**src/rtl/spi_master.sv**
```systemverilog
// Single-channel SPI master: shifts one TRAN_WIDTH-bit word out on MOSI (MSB first)
// while capturing TRAN_WIDTH bits from MISO, with parameterised clock polarity and phases.
module spi_master #(
    parameter int IDLE_VALUE_for_Clk       = 1,
    parameter int IDLE_VALUE_for_MOSI      = 0,
    parameter int DATA_VALID_at_FALLING    = 0,
    parameter int TRAN_WIDTH               = 8,
    parameter int Receive_VALID_at_FALLING = 0,
    parameter int CLK_DIV                  = 2
) (
    input  logic                  c_Clk_High,
    input  logic                  i_Rst_n,
    input  logic                  i_SPI_Send_Sync,
    input  logic [TRAN_WIDTH-1:0] i_SPI_Send_Data,
    output logic                  o_SPI_Send_Over_ack,
    output logic                  o_SPI_Receive_Sync,
    output logic [TRAN_WIDTH-1:0] o_SPI_Receive_Data,
    output logic                  o_SPI_Clk,
    output logic                  o_SPI_SS,
    output logic                  o_SPI_MOSI,
    input  logic                  i_SPI_MISO
);

    localparam logic CPOL      = (IDLE_VALUE_for_Clk != 0);
    localparam logic MOSI_IDLE = (IDLE_VALUE_for_MOSI != 0);
    localparam logic TX_FALL   = (DATA_VALID_at_FALLING != 0);
    localparam logic RX_FALL   = (Receive_VALID_at_FALLING != 0);
    // The first SCLK toggle is the slave's valid edge, so the MSB must already be on MOSI.
    localparam logic LEAD_MSB  = (CPOL == TX_FALL);

    localparam int DIV_W  = $clog2(CLK_DIV + 1);
    localparam int EDGE_W = $clog2(2 * TRAN_WIDTH + 1);

    localparam logic [DIV_W-1:0]  DIV_LAST  = DIV_W'(CLK_DIV);
    localparam logic [DIV_W-1:0]  DIV_ONE   = DIV_W'(1);
    localparam logic [EDGE_W-1:0] EDGE_LAST = EDGE_W'(2 * TRAN_WIDTH - 1);
    localparam logic [EDGE_W-1:0] EDGE_ONE  = EDGE_W'(1);

    localparam logic [1:0] ST_IDLE = 2'd0;
    localparam logic [1:0] ST_XFER = 2'd1;
    localparam logic [1:0] ST_END  = 2'd2;

    logic [1:0]            state;
    logic                  send_sync_q;
    logic [DIV_W-1:0]      div_cnt;
    logic [EDGE_W-1:0]     edge_cnt;
    logic [TRAN_WIDTH-1:0] tx_shift;
    logic [TRAN_WIDTH-1:0] rx_shift;

    logic start;
    logic tick;
    logic first_cycle;
    logic toggle;
    logic tog_fall;
    logic launch;
    logic sample;

    assign start       = (state == ST_IDLE) && i_SPI_Send_Sync && !send_sync_q;
    assign tick        = (div_cnt == DIV_LAST);
    assign first_cycle = (state == ST_XFER) && (div_cnt == '0);
    assign toggle      = (state == ST_XFER) && tick;
    assign tog_fall    = o_SPI_Clk;
    // The final toggle never launches: all TRAN_WIDTH bits are already out by then.
    assign launch      = toggle && (tog_fall != TX_FALL) && (edge_cnt != EDGE_LAST);
    assign sample      = toggle && (tog_fall == RX_FALL);

    always_ff @(posedge c_Clk_High or negedge i_Rst_n) begin
        if (!i_Rst_n) begin
            state               <= ST_IDLE;
            send_sync_q         <= 1'b0;
            div_cnt             <= '0;
            edge_cnt            <= '0;
            tx_shift            <= '0;
            rx_shift            <= '0;
            o_SPI_Send_Over_ack <= 1'b0;
            o_SPI_Receive_Sync  <= 1'b0;
            o_SPI_Receive_Data  <= '0;
            o_SPI_Clk           <= CPOL;
            o_SPI_SS            <= 1'b1;
            o_SPI_MOSI          <= MOSI_IDLE;
        end else begin
            send_sync_q         <= i_SPI_Send_Sync;
            o_SPI_Send_Over_ack <= 1'b0;
            o_SPI_Receive_Sync  <= 1'b0;

            case (state)
                ST_IDLE: begin
                    if (start) begin
                        state    <= ST_XFER;
                        tx_shift <= i_SPI_Send_Data;
                        rx_shift <= '0;
                        div_cnt  <= '0;
                        edge_cnt <= '0;
                    end
                end

                ST_XFER: begin
                    if (first_cycle) begin
                        o_SPI_SS <= 1'b0;
                    end
                    if ((first_cycle && LEAD_MSB) || launch) begin
                        o_SPI_MOSI <= tx_shift[TRAN_WIDTH-1];
                        tx_shift   <= {tx_shift[TRAN_WIDTH-2:0], 1'b0};
                    end
                    if (sample) begin
                        rx_shift <= {rx_shift[TRAN_WIDTH-2:0], i_SPI_MISO};
                    end
                    if (tick) begin
                        div_cnt   <= DIV_ONE;
                        o_SPI_Clk <= ~o_SPI_Clk;
                        edge_cnt  <= edge_cnt + EDGE_ONE;
                        if (edge_cnt == EDGE_LAST) begin
                            state <= ST_END;
                        end
                    end else begin
                        div_cnt <= div_cnt + DIV_ONE;
                    end
                end

                ST_END: begin
                    if (tick) begin
                        state               <= ST_IDLE;
                        o_SPI_SS            <= 1'b1;
                        o_SPI_MOSI          <= MOSI_IDLE;
                        o_SPI_Receive_Data  <= rx_shift;
                        o_SPI_Send_Over_ack <= 1'b1;
                        o_SPI_Receive_Sync  <= 1'b1;
                    end else begin
                        div_cnt <= div_cnt + DIV_ONE;
                    end
                end

                default: begin
                    state <= ST_IDLE;
                end
            endcase
        end
    end

endmodule

```
**config.mk**
```make
export PLATFORM = sky130hd
export DESIGN_NAME = spi_master
export DESIGN_NICKNAME = d
export VERILOG_FILES = /design/src/rtl/spi_master.sv
export SDC_FILE = /design/constraint.sdc
export NUM_CORES = 1
export LEC_CHECK = 0
export CAP_MARGIN = 20
export CORE_MARGIN = 1
export CORE_UTILIZATION = 48
export CTS_BUF_LIST = sky130_fd_sc_hd__clkbuf_4 sky130_fd_sc_hd__clkbuf_8
export CTS_CLUSTER_DIAMETER = 150
export DETAILED_ROUTE_END_ITERATION = 8
export GPL_TIMING_DRIVEN = 0
export PLACE_DENSITY_LB_ADDON = 0.2
export SLEW_MARGIN = 20
export SYNTH_ARGS = -nofsm -noshare
export SYNTH_HDL_FRONTEND = slang
export SYNTH_SLANG_ARGS = --single-unit
```
**constraint.sdc**
```tcl
create_clock -name c_Clk_High -period 4.14 [get_ports c_Clk_High]
set_input_delay 0.828 -clock c_Clk_High [delete_from_list [all_inputs] [get_ports c_Clk_High]]
set_output_delay 0.828 -clock c_Clk_High [all_outputs]
set_load 0.01 [all_outputs]
```
# Word level (Yosys, flattened, before mapping)
# Index checks and enable logic that the tools add are counted.
# Widths: inputs -> output; s select.
# totals
elab_cells	75
input_bits	12
output_inout_bits	13
register_bits	38
# classes
reduce_logical	22
n_eq_ne	13
n_mux	26
bitwise_logic	1
addsub	2
# ops
op	n
$mux 8	4
$pmux 8 s2	2
$reduce_and 3->1	6
$mux 2	7
$ne 2x2->1 const B	7
$pmux 2 s3	2
$mux 5	2
$pmux 5 s2	1
$logic_and 1x1->1	7
$mux 1	6
$add 5x1->5 const B	1
$eq 5x4->1 const B	1
$ne 5x4->1 const B	1
$eq 2x2->1 const B	2
$logic_not 2->1	2
$pmux 1 s2	2
$reduce_and 2->1	2
$reduce_and 4->1	1
$reduce_bool 2->1	2
$reduce_bool 3->1	1
$add 2x1->2 const B	1
$eq 2x1->1 const B	1
$ne 2x1->1 const B	1
$logic_not 1->1	1
$not 1->1	1

# Logic depth before layout (Yosys ltp)
# Gate-level depths: netlist of run 1.
# depth
ltp_word	6
mapped_depth	8
depth_no_buf	7

# Least setup slack after synthesis of run 1
# No wires, ideal clock.
# synth_timing
path_type	input-to-reg
from	in i_SPI_Send_Sync
to	reg rx_shift[7]
t_arrival_ns	1.761
setup_time_ns	0.121
path_stages	5
slack_ns	2.258
required_ns	4.019
path_buffers	1
cell_sequence	nand2b_4 > and2_1 > or3_1 > buf_2 > a22o_1
# synth_between
elab_chain_len	4
# synth_rtl
element	line	text
start: declaration	13	input logic i_SPI_Send_Sync,
$logic_and 1x1->1 (2 in a row)	58	assign start = (state == ST_IDLE) && i_SPI_Send_Sync && !send_sync_q;
$ne 2x2->1 (no line)	n/a	
$reduce_and 3->1 (no line)	n/a	
end signal: assignment	106	rx_shift <= {rx_shift[TRAN_WIDTH-2:0], i_SPI_MISO};
end: declaration	48	logic [TRAN_WIDTH-1:0] rx_shift;
# No other way between the ends.
# A chain may end at the register's enable or synchronous reset.

# Worst setup path after layout of run 1
# layout_timing
from	reg o_SPI_Clk
to	out o_SPI_Clk
# layout_lines
element	line	text
start: declaration	18	output logic o_SPI_Clk,
start signal: assignment	110	o_SPI_Clk <= ~o_SPI_Clk;
# No word-level cell between the ends.

==> out/summary.txt, run 1 <==
Status: completed
Mux cell area share after synthesis: 11.4%
CTS Buf Count: 5
First-pass GRT wire length: 6.49 mm
Final GP Congestion: 0.749
ANT cells: 0
Via-per-instance ratio: 5.56
Cell accounting for the most synthesized area: dfrtp_1
Final hold viol count: 0
Core Region: 0.00372 sq mm
Power density over the cells: 663 mW/mm^2
Placement Setup Slack: 1.60 ns
Clock Latency Late Sink: 0.30 ns
Synthesized Nets: 183
Nets: 215
Cell family with most CP delay: flip-flops
Post-Route Setup TNS: 0 ns
Vias: 1340
CTS clk-pin slew, worst paths: 0.08 ns
Chip Height: 64.7 microns
Crit path arrival time: 1.45 ns
Total track usage: 20.9%
DR DRC count: 0
Synthesized area per cell: 11.8 sq um
Xor and xnor area share after synthesis: 0.465%
Post-synthesis sequential area ratio: 50.6%
Most used routing layer: met2
Synth area leaders: dfrtp_1, ha_1, mux2_2, a22o_1, mux2i_1
Vias in the first global route: 1393
Synthesized flop and latch total: 38
Post-synthesis adder-cell area fraction: 7.30%
# IOs: 25
Netlist cell types: 40
Top-count cell post-synth: dfrtp_1
Die width: 64.7 microns
Wirelength per Cell: 15.5 microns
1st-pass router iterations: 4
Final ANT Viol Nets: 0
Layout cell share with drive strength beyond 1: 17.1%
H-tree Lvls: 2
Area growth, synth to finish: 24.3%
Synth top area share: 47.8%
Gr ovfl total: 0
Worst path bufs/invs: 1
Combinational family with the most area after synthesis: compound AO/OA/AOI/OAI gates
Met1 usage: 25.7%
Initial Util: 50.7%
Initial antenna violation count: 0
Synth warnings: 0
# Post-CTS Setup Buffers: 0
Total clock sinks: 38
Largest net degree at the start of global routing: 27
DR iter-0 viols: 40
Fin crit share: 55.0%
Tightest Pin Transition: 0.512 ns
Slowest stage delay, CP: 0.60 ns
HPWL Detailed: 2.56 mm
FMAX: 439 MHz
CP Class: flop to output pin
Hold-fix buffers, CTS: 0
Hold Path Class: input pin to asynchronous set/reset pin
Relative slew slack: 65.7%
Setup violations, final: 0
CTS tree: built
Main synth FF type: dfrtp_1
Placement Rows: 22
Worst Setup Slack, final: 1.86 ns
Crit path cell chain: clkdlybuf4s50_1
Final min period: 2.28 ns
Clk_skew: 0.00905 ns
Root Driver: clkbuf_8
Critical-path top delay cell: dfstp_2
Peak supply drop: 0.389 mV
Leak Pwr: 1.07 nW
Resized Gates After CTS: 0
Critical Path RT: 3.31 ns
Simple-Gate Fraction of Synth Area: 9.16%
Post-Syn Instances: 160
RSZ-0062 raised after global routing: no
Critical Path Source Type: flop
Mapped cell area: 0.00188 sq mm
Total Routed Length: 3.73 mm
Met2 global-route usage: 35.4%
Die area: 0.00418 sq mm
Count of pins over their slew limit: 0
EDFF count, synth: 0
Maximum buffer depth of the clock tree: 2
Commonest cells in the netlist: dfrtp_1, a21oi_1, a22o_1, ha_1, mux2_2
Compound-gate portion of the synthesized area: 17.3%
Crit end category: output pin
Synth async-reset ratio: 100%
Crit path max fanout: 5
Max-cap check violation count: 0
Buffers on Ports: 24
Met3 Use GR: 3.17%
[cell families after synthesis]
logic type / after synthesis
AO/OA/AOI/OAI: 45
multiplexers: 20
adder cells (fa/ha/maj): 11
AND/OR/NAND/NOR: 29
flip-flops: 38
buffers and inverters: 16
XOR/XNOR: 1
[state kept, by name (all words and copies together), names as in the netlist]
register            flops
div_cnt                 2
edge_cnt                5
o_SPI_Clk               1
o_SPI_MOSI              1
o_SPI_Receive_Data      8
o_SPI_Receive_Sync      1
o_SPI_SS                1
rx_shift                8
send_sync_q             1
state                   2
tx_shift                8
[worst paths after layout]
path / slack (ns) / cells after the start / endpoint / from
setup / recovery: 1.86 / 1 / o_SPI_Clk / o_SPI_Clk
hold / removal: 0.42 / 1 / edge_cnt[1] / i_Rst_n
setup reg to reg: 1.95 / 7 / tx_shift[4] / edge_cnt[0]
hold reg to reg: 0.50 / 1 / tx_shift[0] / tx_shift[0]
max in group asynchronous: 3.20 / 2 / o_SPI_Clk / i_Rst_n
min in group c_Clk_High: 0.50 / 1 / tx_shift[0] / tx_shift[0]
[where the power goes]
group	switching [mW]	total, mW	internal (mW)
combinational	0.362	0.637	0.275
clock	0.136	0.393	0.257
sequential	0.0648	0.524	0.460
total	0.562	1.55	0.992
[per-stage QoR]
stage | util, % | instance area (sq um) | std cells | hold WS [ns] | power [mW]
after detailed placement | 59.2 | 2200 | 233 | 0.479 | 1.16
after CTS | 63.0 | 2340 | 241 | 0.436 | 1.56
final | 63.0 | 2340 | 241 | 0.420 | 1.55
after global placement | 58.8 | 2180 | 232 | 0.483 | 1.12
after floorplan | - | 1880 | 160 | 0.462 | 0.986
after global routing | 63.0 | 2340 | 241 | 0.441 | 1.65
[layer usage]
| layer | share of wire, % | vias to the layer above |
|---|---|---|
| met3 | 2.4 | 8 |
| li1 | - | 646 |
| met1 | 46 | 666 |
| met4 | 2.1 | 0 |
| met2 | 49 | 20 |
| met5 | 0 | - |
[cell usage in the layout, fill, tap and decap left out, drive strengths merged, types with 2 or more instances in the layout]
master	synthesis	layout
nand3b	2	2
ha	11	11
mux2	11	11
dfstp	2	2
clkdlybuf4s50	0	23
mux2i	9	9
o21ai	4	4
a31oi	8	8
dfrtp	36	36
nor2b	4	4
buf	6	8
a22o	11	11
nand2	8	8
a211oi	2	2
a21oi	11	11
inv	8	8
nand2b	5	5
nor2	3	3
nor3b	2	2
clkbuf	2	8
bufinv	0	2
[area by class of cell]
cell class                      instances  area [sq um]
Fill cell                             316          1370
Sequential cell                        38           953
Multi-Input combinational cell        106           858
Timing Repair Buffer                   25           255
Clock buffer                            6          82.6
Clock inverter                          2          60.1
Tap cell                               48          60.1
Buffer                                  8          42.5
Inverter                                8          30.0
(Power assumes the default switching activity.)
==> inputs of run 2 (changes only) <==
Clock period 4.14 ns to 2 ns, I/O delays scaled along.
==> out/summary.txt, run 2 (same netlist as run 1, synthesis figures left out) <==
Status: complete, but fails checks
Failing checks: negative hold slack
Hold slack: -0.00905 ns (-0.429 ns)
Die area: 0.00418 sq mm (unchanged)
Total track usage: 21.1% (+0.19 points)
Fin crit share: 94.4%
Clock Latency Late Sink: 0.30 ns (about the same)
Placement Rows: 22 (unchanged)
Final ANT Viol Nets: 0 (unchanged)
Initial antenna violation count: 0 (unchanged)
Die width: 64.7 microns (unchanged)
DR DRC count: 0 (unchanged)
Gr ovfl total: 0 (unchanged)
Peak supply drop: 0.804 mV (+110%)
Final min period: 1.89 ns
Leak Pwr: 1.09 nW (+1.9%)
Hold-fix buffers, CTS: 0 (unchanged)
Setup violations, final: 0 (unchanged)
Vias in the first global route: 1401 (+0.57%)
Clk_skew: 0.00631 ns (-0.00275 ns)
1st-pass router iterations: 4 (unchanged)
# IOs: 25 (unchanged)
Worst reg2reg path startpoint: state[1]
Power density over the cells: 1390 mW/mm^2 (+110%)
Commonest non-fill, non-tap cell in the layout: dfrtp_1
Fin cells: 243 (+0.83%)
Dpl cells: 233 (unchanged)
Final GP Congestion: 0.749 (unchanged)
FMAX: 530 MHz
First-pass GRT wire length: 6.56 mm (+0.97%)
Crit path arrival time: 2.06 ns (+0.61 ns)
Buffers on Ports: 24 (unchanged)
Layout cell share with drive strength beyond 1: 22.1% (+5.0 points)
Chip Height: 64.7 microns (unchanged)
Critical Path Source Type: flop
Core Region: 0.00372 sq mm (unchanged)
CTS tree: built
Hold Path Class: input pin to asynchronous set/reset pin
Root Driver: clkbuf_8
Fin area: 0.00240 sq mm (+2.5%)
Initial Util: 50.7% (unchanged)
Total Routed Length: 3.78 mm (+1.2%)
Via-per-instance ratio: 5.61 (+0.88%)
HPWL Detailed: 2.56 mm (unchanged)
Nets: 217 (+0.93%)
Count of pins over their slew limit: 0 (unchanged)
Vias: 1363 (+1.7%)
ANT cells: 0 (unchanged)
Dpl cell area: 0.00220 sq mm (unchanged)
H-tree Lvls: 2 (unchanged)
Post-Route Setup TNS: 0 ns (unchanged)
CTS Buf Count: 5 (unchanged)
Area growth, synth to finish: 27.4%
CP Class: flop to flop
Crit end category: flop
Regs by FF count: o_SPI_Receive_Data: 8 flops, rx_shift: 8 flops, tx_shift: 8 flops
CTS clk-pin slew, worst paths: 0.08 ns (about the same)
Total clock sinks: 38 (unchanged)
Most frequent cells in the layout: dfrtp_1, clkdlybuf4s50_1, a21oi_1, a22o_1
Final hold viol count: 11 (+11)
Tightest Pin Transition: 0.389 ns (-0.123 ns)
Utilization after layout: 64.6% (+1.5 points)
DR iter-0 viols: 47 (+18%)
Largest net degree at the start of global routing: 27 (unchanged)
Worst Setup SP: state[1]
Relative slew slack: 74.1% (+8.4 points)
Maximum buffer depth of the clock tree: 2 (unchanged)
Wirelength per Cell: 15.5 microns (+0.32%)
Max-cap check violation count: 0 (unchanged)
Critical Path RT: 2.17 ns (-1.14 ns)
Crit path max fanout: 10 (+5)
==> run 2: layout make-up <==
type / instances / area, sq um
fillers: 306 / 1320
flip-flops and latches: 38 / 953
multi-input cells: 106 / 891
repair buffers: 28 / 278
clock buffers: 6 / 82.6
clock inverters: 2 / 60.1
well taps: 48 / 60.1
plain buffers: 7 / 45.0
inverters: 8 / 30.0
==> run 2: worst max-delay path, cell delays in order (launching register included) <==
cell	delay, ns
dfrtp_1	0.40
inv_1	0.13
ha_1	0.29
buf_2	0.30
clkbuf_4	0.30
nor2_1	0.07
o21ai_0	0.16
o21ai_0	0.12
==> run 2: power breakdown <==
| part | switching (mW) | leakage, nW | internal [mW] | total, mW |
|---|---|---|---|---|
| clock | 0.282 | 0.0714 | 0.532 | 0.814 |
| sequential | 0.136 | 0.495 | 0.951 | 1.09 |
| combinational | 0.790 | 0.520 | 0.649 | 1.44 |
| total | 1.21 | 1.09 | 2.13 | 3.34 |
==> run 2: stage by stage <==
| step | worst slack, ns | power [mW] |
|---|---|---|
| 3_3_place_gp | -0.315 | 2.33 |
| 3_5_place_dp | -0.151 | 2.40 |
| 5_1_grt | -0.00984 | 3.54 |
| 2_1_floorplan | 0.156 | 2.04 |
| 6_report | 0.113 | 3.34 |
| 4_1_cts | 0.0101 | 3.29 |
==> run 2: what timing repair did <==
| item | 4_1_cts | 5_1_grt |
|---|---|---|
| pin swaps | 1 | 1 |
| resized for setup | 2 | 11 |
| setup endpoints to repair | 8 | 27 |
| setup buffers | 2 | 1 |
==> run 2: routing by layer <==
layer	up-vias	share of wire [%]	track usage (%)
met5	-	0	0
met4	0	2.2	10.8
met3	9	2.9	3.17
met2	25	49	35.7
met1	678	45	26.1
li1	651	-	-
==> run 2: worst paths after layout <==
check | to | slack, ns | cells past startpoint
setup / recovery | o_SPI_MOSI | 0.11 | 7
hold / removal | edge_cnt[1] | -0.009 | 1
setup reg to reg | o_SPI_MOSI | 0.11 | 7
hold reg to reg | tx_shift[0] | 0.51 | 1
max in group asynchronous | o_SPI_Clk | 1.49 | 2
min in group c_Clk_High | tx_shift[0] | 0.51 | 1
